`config.mk`:
```
export PLATFORM = sky130hd
export DESIGN_NAME = twiddle_angle_sequencer
export DESIGN_NICKNAME = d
export VERILOG_FILES = /design/src/rtl/twiddle_angle_sequencer.sv
export SDC_FILE = /design/constraint.sdc
export NUM_CORES = 1
export LEC_CHECK = 0
export BUFFER_PORTS_ARGS = -buffer_cell sky130_fd_sc_hd__buf_4
export CORE_MARGIN = 4
export CORE_UTILIZATION = 25
export DETAILED_ROUTE_END_ITERATION = 10
export GPL_TIMING_DRIVEN = 0
export SLEW_MARGIN = 25
export SYNTH_ARGS = -nofsm -noshare
export SYNTH_HDL_FRONTEND = slang
export SYNTH_SLANG_ARGS = --single-unit
```
`constraint.sdc`:
```
create_clock -name i_clk -period 2.34 [get_ports i_clk]
set_clock_uncertainty 0.15 [all_clocks]
set_input_delay 0.468 -clock i_clk [delete_from_list [all_inputs] [get_ports i_clk]]
set_output_delay 0.468 -clock i_clk [all_outputs]
set_load 0.005 [all_outputs]
```
`src/rtl/twiddle_angle_sequencer.sv`:
```
// twiddle_angle_sequencer
//   Streaming front end for one radix-2 SDF CORDIC FFT stage. Tracks the
//   frame index of each accepted sample, drives the twiddle-angle ROM
//   address, absorbs the ROM's one-cycle read latency in holding stage s1,
//   and presents {sample, angle, rot_en, last} from a 3-entry output FIFO
//   under valid/ready flow control.
//
// Ports
//   i_clk, i_rst_n     clock, synchronous active-low reset
//   i_clear            frame resync: index of this cycle's sample forced to 0
//   i_valid/o_ready    input handshake, i_data the sample
//   o_rom_addr         angle ROM address (ROM registers its output)
//   i_rom_data         ROM data for the address presented last cycle
//   o_valid/i_ready    output handshake
//   o_data, o_angle    sample and its rotation angle
//   o_rot_en, o_last   rotate flag (0 = pass-through half), last of frame
module twiddle_angle_sequencer #(
  parameter int ADDR_W  = 8,
  parameter int DATA_W  = 64,
  parameter int ANGLE_W = 32
) (
  input  logic               i_clk,
  input  logic               i_rst_n,
  input  logic               i_clear,
  input  logic               i_valid,
  output logic               o_ready,
  input  logic [DATA_W-1:0]  i_data,
  output logic [ADDR_W-1:0]  o_rom_addr,
  input  logic [ANGLE_W-1:0] i_rom_data,
  output logic               o_valid,
  input  logic               i_ready,
  output logic [DATA_W-1:0]  o_data,
  output logic [ANGLE_W-1:0] o_angle,
  output logic               o_rot_en,
  output logic               o_last
);

  localparam int CNT_W   = ADDR_W + 1;
  localparam int ENTRY_W = DATA_W + ANGLE_W + 2;
  localparam int DEPTH   = 3;

  // Wrap a FIFO pointer over the three entries.
  function automatic logic [1:0] ptr_inc(input logic [1:0] p);
    ptr_inc = (p == 2'd2) ? 2'd0 : p + 2'd1;
  endfunction

  logic [CNT_W-1:0]   cnt_q, cnt_d;
  logic               s1_valid_q, s1_valid_d;
  logic [DATA_W-1:0]  s1_data_q, s1_data_d;
  logic               s1_rot_en_q, s1_rot_en_d;
  logic               s1_last_q, s1_last_d;
  logic [ENTRY_W-1:0] fifo_mem_q [DEPTH];
  logic [ENTRY_W-1:0] fifo_mem_d [DEPTH];
  logic [1:0]         wr_ptr_q, wr_ptr_d;
  logic [1:0]         rd_ptr_q, rd_ptr_d;
  logic [1:0]         fifo_count_q, fifo_count_d;

  logic               accept_s;
  logic               push_s;
  logic               pop_s;
  logic [CNT_W-1:0]   k_s;
  logic               rot_en_k_s;
  logic               last_k_s;
  logic [2:0]         occupancy_s;
  logic [ANGLE_W-1:0] push_angle_s;
  logic [ENTRY_W-1:0] push_entry_s;
  logic [ENTRY_W-1:0] head_s;

  // Handshakes, index selection and ROM addressing.
  always_comb begin
    occupancy_s = {1'b0, fifo_count_q} + {2'b00, s1_valid_q};
    // Counting s1 in the occupancy guarantees the unconditional push from s1
    // always finds a free FIFO slot.
    o_ready     = i_rst_n && (occupancy_s < 3'd3);
    accept_s    = i_valid && o_ready;
    k_s         = i_clear ? {CNT_W{1'b0}} : cnt_q;
    rot_en_k_s  = k_s[ADDR_W];
    last_k_s    = (k_s == {CNT_W{1'b1}});
    if (rot_en_k_s) begin
      o_rom_addr = k_s[ADDR_W-1:0];
    end else begin
      o_rom_addr = {ADDR_W{1'b0}};
    end
    o_valid = (fifo_count_q != 2'd0);
    pop_s   = o_valid && i_ready;
    push_s  = s1_valid_q;
  end

  // Frame index and s1 holding-stage next state.
  always_comb begin
    cnt_d       = cnt_q;
    s1_valid_d  = 1'b0;
    s1_data_d   = s1_data_q;
    s1_rot_en_d = s1_rot_en_q;
    s1_last_d   = s1_last_q;
    if (accept_s) begin
      cnt_d       = k_s + {{(CNT_W-1){1'b0}}, 1'b1};
      s1_valid_d  = 1'b1;
      s1_data_d   = i_data;
      s1_rot_en_d = rot_en_k_s;
      s1_last_d   = last_k_s;
    end else if (i_clear) begin
      cnt_d = {CNT_W{1'b0}};
    end else begin
      cnt_d = cnt_q;
    end
  end

  // FIFO write data, storage, pointers and occupancy.
  always_comb begin
    // i_rom_data is aligned with s1; pass-through samples ignore it.
    if (s1_rot_en_q) begin
      push_angle_s = i_rom_data;
    end else begin
      push_angle_s = {ANGLE_W{1'b0}};
    end
    push_entry_s = {s1_data_q, push_angle_s, s1_rot_en_q, s1_last_q};
    for (int i = 0; i < DEPTH; i++) begin
      if (push_s && (wr_ptr_q == 2'(i))) begin
        fifo_mem_d[i] = push_entry_s;
      end else begin
        fifo_mem_d[i] = fifo_mem_q[i];
      end
    end
    wr_ptr_d = push_s ? ptr_inc(wr_ptr_q) : wr_ptr_q;
    rd_ptr_d = pop_s  ? ptr_inc(rd_ptr_q) : rd_ptr_q;
    case ({push_s, pop_s})
      2'b10:   fifo_count_d = fifo_count_q + 2'd1;
      2'b01:   fifo_count_d = fifo_count_q - 2'd1;
      default: fifo_count_d = fifo_count_q;
    endcase
  end

  // Head-of-FIFO output mux; outputs hold while the head is not popped.
  always_comb begin
    head_s = {ENTRY_W{1'b0}};
    for (int i = 0; i < DEPTH; i++) begin
      if (rd_ptr_q == 2'(i)) begin
        head_s = fifo_mem_q[i];
      end else begin
        head_s = head_s;
      end
    end
    o_data   = head_s[ENTRY_W-1 -: DATA_W];
    o_angle  = head_s[ANGLE_W+1 -: ANGLE_W];
    o_rot_en = head_s[1];
    o_last   = head_s[0];
  end

  // State registers with synchronous active-low reset.
  always_ff @(posedge i_clk) begin
    if (!i_rst_n) begin
      cnt_q        <= {CNT_W{1'b0}};
      s1_valid_q   <= 1'b0;
      s1_data_q    <= {DATA_W{1'b0}};
      s1_rot_en_q  <= 1'b0;
      s1_last_q    <= 1'b0;
      wr_ptr_q     <= 2'd0;
      rd_ptr_q     <= 2'd0;
      fifo_count_q <= 2'd0;
      for (int i = 0; i < DEPTH; i++) begin
        fifo_mem_q[i] <= {ENTRY_W{1'b0}};
      end
    end else begin
      cnt_q        <= cnt_d;
      s1_valid_q   <= s1_valid_d;
      s1_data_q    <= s1_data_d;
      s1_rot_en_q  <= s1_rot_en_d;
      s1_last_q    <= s1_last_d;
      wr_ptr_q     <= wr_ptr_d;
      rd_ptr_q     <= rd_ptr_d;
      fifo_count_q <= fifo_count_d;
      for (int i = 0; i < DEPTH; i++) begin
        fifo_mem_q[i] <= fifo_mem_d[i];
      end
    end
  end

endmodule

```
# After elaboration in Yosys (flattened, before gate mapping)
# Memory sizes are Yosys's and may differ from the RTL's.
# Index checks and enable logic that the tools add are counted.
[totals]
wordCells = 55
inputBits = 101
mem_count = 1
reg_bits = 82
mem_bits_rw = 294
output_inout_bits = 108
[memory_table]
columns = ["name", "depth", "word_bits", "rd", "rd_ports_with_merged_regs", "write_ports", "line", "source"]
rows = [
  ["fifo_mem_q", 3, 98, 3, 0, 3, "52", "logic [ENTRY_W-1:0] fifo_mem_q [DEPTH];"],
]
[classes]
add_sub_neg = 6
mux = 19
eq_ne = 7
reduce_logical = 10
bitwise = 3
order_cmp = 1
[ops]
columns = ["cell", "count"]
rows = [
  ["$mux 98", 9],
  ["$mux 32", 1],
  ["$mux 9", 2],
  ["$add 9x1->9 const B", 1],
  ["$eq 9x9->1 const B", 1],
  ["$mux 8", 1],
  ["$add 2x1->2 const B", 3],
  ["$eq 2x1->1 const B", 3],
  ["$eq 2x2->1 const B", 3],
  ["$logic_and 1x1->1", 6],
  ["$logic_not 2->1", 2],
  ["$mux 2", 2],
  ["$pmux 2 s2", 1],
  ["$reduce_bool 2->1", 2],
  ["$add 2x1->3", 1],
  ["$lt 3x2->1 const B", 1],
  ["$mux 1", 3],
  ["$or 1x1->1", 3],
  ["$sub 2x1->2 const B", 1],
]

# Logic depth before layout (Yosys ltp)
# Gate-level depths: netlist of the first run.
[logic_depth]
word_depth = 5
depth_mapped = 9
ltp_nobuf = 7

# Least setup slack after synthesis of the first run
# OpenSTA, ideal clock, no wires.
[synth_timing]
kind = "flip-flop to output port"
start = "register rd_ptr_q[0]"
end = "output port o_data[53]"
setup_slack_ps = 453
path_buffers = 4
t_required_ps = 1722
arrival_time_ps = 1269
path_stages_with_launch = 6
cell_sequence = "dfxtp_1 buf_2 buf_2 clkbuf_1 buf_2 o22ai_1"
[synth_between]
elab_chain_cells = 4
[synth_rtl]
columns = ["element", "line", "source"]
rows = [
  ["start, declared", "55", "logic [1:0] rd_ptr_q, rd_ptr_d;"],
  ["start signal, assigned", "171", "rd_ptr_q <= rd_ptr_d;"],
  ["$logic_not 2->1", "138", "if (rd_ptr_q == 2'(i)) begin"],
  ["$mux 98 (2 in a row)", "138", ""],
  ["$mux 98 (*)", "138", ""],
  ["end, declared", "32", "output logic [DATA_W-1:0] o_data,"],
]
# Mark *: on every way between the ends. The rest lies on a longest branch, timed or not.

# Worst setup path in the final report of the first run
[layout_timing]
start = "register rd_ptr_q[0]"
end = "output port o_angle[3]"
[layout_between]
elab_chain_cells = 4
[layout_rtl]
columns = ["element", "line", "source"]
rows = [
  ["$logic_not 2->1", "138", ""],
  ["$mux 98 (2 in a row)", "138", ""],
  ["$mux 98 (*)", "138", ""],
  ["end, declared", "33", "output logic [ANGLE_W-1:0] o_angle,"],
]
# Marked as above.

==> impl_metrics.env, run 1 <==
export IMPL_status="complete, but fails checks"
export IMPL_violations="setup timing"
export IMPL_synth_distinct_cells=33
export IMPL_p_sw_mw=4.73
export IMPL_h_tree_depth=2
export IMPL_rsz0062_at_grt="true"
export IMPL_synth_top_cells_by_count="nand2_1 (737), dfxtp_1 (376), a21oi_1 (368)"
export IMPL_cp_top_family="buffers and inverters"
export IMPL_max_freq_ghz=0.389
export IMPL_grt_first_pass_wirelength_um=87300
export IMPL_clk_latency_ns=0.57
export IMPL_hold_violations=0
export IMPL_hold_path_class="in -> reg"
export IMPL_multi_input_comb_area_mm2=0.00835
export IMPL_synthTopCellsByArea="dfxtp_1 (49%), nand2_1 (18%), a21oi_1 (12%)"
export IMPL_post_drt_wl_per_cell_um=18.5
export IMPL_post_dp_hpwl_um=39300
export IMPL_synth_edf_count=0
export IMPL_end_kind="output pin"
export IMPL_netlist_area_mm2=0.0155
export IMPL_pwr_share_clk=0.402
export IMPL_crit_type="reg -> out"
export IMPL_post_place_cells=3003
export IMPL_grt_use_met2=0.275
export IMPL_synthesis_nets=2119
export IMPL_io_pin_count=209
export IMPL_p_int_mw=12.3
export IMPL_use_met1=0.225
export IMPL_cts_root_buffer="clkbuf_16"
export IMPL_num_nets_final=2455
export IMPL_worstMarginPinSlew_ns=0.756
export IMPL_power_density_mw_per_mm2=771
export IMPL_cp_cell_sequence="buf_12, buf_12, buf_4, mux2i_2, o22ai_2, buf_4"
export IMPL_yosysMostFrequentCell="nand2_1"
export IMPL_port_buffers=208
export IMPL_slowest_delay_ns=0.37
export IMPL_r2r_start="fifo_count_q[0]$_SDFFE_PN0P_"
export IMPL_coreArea_mm2=0.0608
export IMPL_setup_violations=98
export IMPL_yosys_register_bits=376
export IMPL_setup_ws_ns=-0.230
export IMPL_cts_buffers=43
export IMPL_cp_required_ns=1.72
export IMPL_yosysWarnings=0
export IMPL_cap_viol_max_count=0
export IMPL_fin_crit_ns=2.57
export IMPL_fill_cells=6353
export IMPL_antenna_left=0
export IMPL_start_kind="flip-flop"
export IMPL_instances_no_fill=3163
export IMPL_die_area_mm2=0.0659
export IMPL_num_rows=90
export IMPL_yosysTopAreaCell="dfxtp_1"
export IMPL_fp_dieW_um=257
export IMPL_synth_top_cell_area_share=0.487
export IMPL_grtUsageMet3=0.0272
export IMPL_grt_pass1_vias=14533
export IMPL_antenna_found_initial=2
export IMPL_worst_path_max_fanout=8
export IMPL_async_reset_ff_frac=0
export IMPL_synth_avg_cell_area_um2=7.68
export IMPL_fp_dieH_um=257
export IMPL_initial_core_util=0.254
export IMPL_syn_instance_count=2013
export IMPL_place_congestion=0.829
export IMPL_clock_sinks=376
export IMPL_whs_ns=0.0273
export IMPL_grt_max_degree=13
export IMPL_seqPwrFrac=0.393
export IMPL_p_leak_nw=7.50
export IMPL_min_delay_start="i_data[41]"
export IMPL_drv_slew=0
export IMPL_drt_pass1_iter_count=5
export IMPL_final_seq_area_mm2=0.00754
export IMPL_synth_ff_type="dfxtp_1"
export IMPL_drcViolationCount=0
export IMPL_slowest_stage="dfxtp_4"
export IMPL_critPathBufInv=4
export IMPL_area_growth_pct=43.3
export IMPL_layout_worst_path_cycle_share=1.10
export IMPL_clock_path_buffers=3
export IMPL_max_slew_margin=0.496
export IMPL_busiest_layer="met2"
export IMPL_grt_overflow=0
export IMPL_pre_cts_ws_ns=-0.999
export IMPL_drive_above_1_share=0.227
export IMPL_vias=15138
export IMPL_cts_tree="yes"
export IMPL_drt_iter0_drc=1054
export IMPL_yosysSeqAreaShare=0.487
export IMPL_track_usage=0.169
export IMPL_pwr_share_comb=0.206
export IMPL_ir_worst_vdd_v=0.000532
export IMPL_arrival_ns=1.95
export IMPL_cts_clk_slew_worst_paths_ns=0.06
export IMPL_avgViaCountPerCell=4.79
export IMPL_startpoint="rd_ptr_q[0]$_SDFFE_PN0P_"
export IMPL_switching_share=0.277
export IMPL_wl_um=58500
==> tightest hold or removal path, delay by kind of cell <==
family,cells,cell delay [ns]
simple gates,1,0.06
compound gates,1,0.05
buf+inv,1,0.11
==> stage by stage <==
| stage | utilization | power [mW] | TNS [ns] | area, um^2 |
|---|---|---|---|---|
| floorplan | - | 8.01 | 0 | 15500 |
| global placement | 0.296 | 8.91 | -147.40 | 18000 |
| detailed placement | 0.296 | 8.90 | -147.34 | 18000 |
| CTS | 0.354 | 16.9 | -18.34 | 21600 |
| global route | 0.364 | 17.7 | -20.26 | 22100 |
| finish | 0.364 | 17.1 | -14.14 | 22100 |
==> state kept, by name, indices dropped and copies added (netlist names) <==
name          count
s1_last_q         1
wr_ptr_q          2
push_s            1
s1_rot_en_q       1
fifo_mem_q      294
s1_data_q        64
rd_ptr_q          2
cnt_q             9
fifo_count_q      2
==> cells by family after synthesis <==
kind of cell             count (synthesis)  share of synthesized area
AND/OR/NAND/NOR                        878                      0.229
AO/OA/AOI/OAI                          469                      0.160
flip-flops                             376                      0.487
buffers and inverters                  179                     0.0519
multiplexers                           103                     0.0667
adder cells (fa/ha/maj)                  5                    0.00405
XOR/XNOR                                 3                    0.00170
==> cell type report <==
cell class,count,area share
diodes,2,0.000226
plain buffers,171,0.0506
clock buffers,64,0.0562
clock inverters,11,0.00803
inverters,4,0.000678
multi-input cells,1458,0.377
flip-flops and latches,376,0.341
well taps,782,0.0442
repair buffers,295,0.122
==> power groups by stage <==
stage               Combinational, mW  Sequential, mW  Clock [mW]
floorplan                        1.25            6.76           0
detailed placement               2.09            6.81           0
global placement                 2.10            6.81           0
CTS                              3.14            6.69        7.02
finish                           3.51            6.70        6.86
global route                     3.69            6.72        7.25
==> metal layers <==
layer	up-vias	routed length [um]
li1	7422	-
met1	7185	26100
met2	437	27100
met3	94	3110
met4	0	2150
met5	-	0
==> cell usage in the layout, fill, tap and decap left out, types with 7 or more instances in the layout <==
cell	n
and2_1	9
clkbuf_1	98
dfxtp_1	372
buf_6	31
mux2i_2	34
clkbuf_16	48
mux2i_1	39
dlygate4sd3_1	58
o22ai_2	54
mux2i_4	30
buf_4	214
clkbuf_8	11
buf_12	19
o22ai_4	24
nand2_1	736
nor2b_1	7
o22ai_1	20
a21oi_1	368
buf_2	24
nand3_1	97
clkbuf_4	10
==> repair_timing <==
action	in CTS	in global routing
endpoints found under the setup margin	134	126
hold endpoints to repair	58	0
cloned	6	5
pin swaps	7	10
buffers inserted	13	5
gates resized for setup	278	89
hold buffers	58	0
==> final timing paths <==
kind | endpoint | slack [ns] | depth (start not counted)
worst max register to register | fifo_count_q[1]$_SDFFE_PN0P_ | 0.14 | 6
worst max-delay path | o_angle[3] | -0.23 | 6
worst min-delay path | s1_data_q[41]$_SDFFE_PN0P_ | 0.03 | 3
worst min register to register | fifo_mem_q[0][288]$_SDFFE_PN0P_ | 0.30 | 2
Power figures use the tool's default switching activity.
==> inputs of run 2 (changes only) <==
--- a/config.mk
+++ b/config.mk
@@ -8,6 +8,7 @@
 export BUFFER_PORTS_ARGS = -buffer_cell sky130_fd_sc_hd__buf_4
 export CORE_MARGIN = 4
 export CORE_UTILIZATION = 25
+export CTS_BUF_LIST = sky130_fd_sc_hd__clkbuf_16
 export DETAILED_ROUTE_END_ITERATION = 10
 export GPL_TIMING_DRIVEN = 0
 export SLEW_MARGIN = 25
==> impl_metrics.env, run 2 (synthesis gave the netlist of run 1 again) <==
export IMPL_post_route_util=0.363
export IMPL_layout_common_cells="nand2_1 (736), dfxtp_1 (372), a21oi_1 (368)"
export IMPL_tns_ns=-14.26
export IMPL_drcViolationCount=0
export IMPL_clock_sinks=376
export IMPL_rsz0062_at_grt="true"
export IMPL_drive_above_1_share=0.224
export IMPL_finalInstanceArea_mm2=0.0220
export IMPL_area_growth_pct=42.7
export IMPL_num_rows=90
export IMPL_place_congestion=0.829
export IMPL_avgViaCountPerCell=4.79
export IMPL_grt_first_pass_wirelength_um=87300
export IMPL_largestRegisters="fifo_mem_q (294), s1_data_q (64), cnt_q (9)"
export IMPL_h_tree_depth=2
export IMPL_cts_root_buffer="clkbuf_16"
export IMPL_grt_max_degree=13
export IMPL_hold_violations=0
export IMPL_hold_path_class="in -> reg"
export IMPL_fp_dieH_um=257
export IMPL_ir_worst_vdd_v=0.000519
export IMPL_wl_um=58500
export IMPL_drv_slew=0
export IMPL_whs_ns=0.0278
export IMPL_wl_met2_um=27000
export IMPL_power_density_mw_per_mm2=758
export IMPL_initial_core_util=0.254
export IMPL_layout_worst_path_cycle_share=1.10
export IMPL_total_power_mw=16.7
export IMPL_max_slew_margin=0.493
export IMPL_drt_pass1_iter_count=6
export IMPL_start_kind="flip-flop"
export IMPL_final_common_cell="nand2_1"
export IMPL_setup_violations=98
export IMPL_max_freq_ghz=0.389
export IMPL_instances_no_fill=3163
export IMPL_worstMarginPinSlew_ns=0.760
export IMPL_coreArea_mm2=0.0608
export IMPL_antenna_left=0
export IMPL_top_register="fifo_mem_q"
export IMPL_crit_type="reg -> out"
export IMPL_cts_clk_slew_worst_paths_ns=0.06
export IMPL_clk_latency_ns=0.57
export IMPL_vias=15147
export IMPL_num_nets_final=2455
export IMPL_status="complete, but fails checks"
export IMPL_largest_register_ffs=294
export IMPL_critPathBufInv=4
export IMPL_pre_cts_ws_ns=-0.999
export IMPL_port_buffers=208
export IMPL_cts_buffers=43
export IMPL_die_area_mm2=0.0659
export IMPL_post_drt_wl_per_cell_um=18.5
export IMPL_grt_pass1_vias=14548
export IMPL_cp_required_ns=1.72
export IMPL_setup_ws_ns=-0.234
export IMPL_highest_layer="met4"
export IMPL_arrival_ns=1.96
export IMPL_clock_path_buffers=3
export IMPL_antenna_found_initial=2
export IMPL_post_place_cells=3003
export IMPL_p_leak_nw=7.50
export IMPL_post_dp_hpwl_um=39300
export IMPL_wl_met3_um=3340
export IMPL_cp_cell_sequence="buf_12, buf_12, buf_4, mux2i_2, o22ai_2, buf_4"
export IMPL_violations="setup timing"
export IMPL_slowest_stage="dfxtp_4"
export IMPL_drt_iter0_drc=1033
export IMPL_io_pin_count=209
export IMPL_fp_dieW_um=257
export IMPL_grt_overflow=0
export IMPL_slowest_delay_ns=0.37
export IMPL_cp_top_family="buffers and inverters"
export IMPL_cap_viol_max_count=0
export IMPL_fin_crit_ns=2.57
export IMPL_m1WireLength_um=25900
export IMPL_end_kind="output pin"
export IMPL_cts_tree="yes"
export IMPL_place_area_mm2=0.0180
export IMPL_track_usage=0.169
export IMPL_worst_path_max_fanout=8
[run 2: worst paths after layout]
check                                    endpoint  depth (start not counted)  slack (ns)                            start
setup / recovery                       o_angle[3]                          6       -0.23         rd_ptr_q[0]$_SDFFE_PN0P_
hold / removal         s1_data_q[41]$_SDFFE_PN0P_                          3        0.03                       i_data[41]
setup reg to reg     fifo_count_q[1]$_SDFFE_PN0P_                          6        0.14     fifo_count_q[0]$_SDFFE_PN0P_
hold reg to reg   fifo_mem_q[0][220]$_SDFFE_PN0P_                          2        0.30  fifo_mem_q[0][220]$_SDFFE_PN0P_
[run 2: area by class of cell]
cell class | instances | area (um^2)
well taps | 782 | 978
inverters | 4 | 15.0
flip-flops and latches | 376 | 7540
repair buffers | 295 | 2710
clock buffers | 43 | 1080
plain buffers | 171 | 1120
fillers | 6372 | 38800
multi-input cells | 1458 | 8350
diodes | 2 | 5.00
clock inverters | 32 | 256
[run 2: per-layer routing]
| metal | track usage | vias up |
|---|---|---|
| li1 | - | 7431 |
| met2 | 0.274 | 435 |
| met1 | 0.224 | 7177 |
| met5 | 0 | - |
| met4 | 0.0665 | 0 |
| met3 | 0.0287 | 104 |
[run 2: where the power goes]
part,internal [mW],switching (mW)
Sequential,6.55,0.155
Combinational,1.67,1.84
Clock,3.77,2.73
Total,12.0,4.73
[run 2: what timing repair did]
action,in CTS,in global routing
setup buffers,13,5
hold buffers,58,0
hold endpoints to repair,58,0
gates cloned,6,5
gates resized for setup,278,89
setup endpoints to repair,133,128
pin swaps,7,10
[run 2: worst min-delay path: cells and delay by family]
| kind | cells | cell delay [ns] |
|---|---|---|
| buf+inv | 1 | 0.08 |
| compound gates | 1 | 0.11 |
| simple gates | 1 | 0.05 |
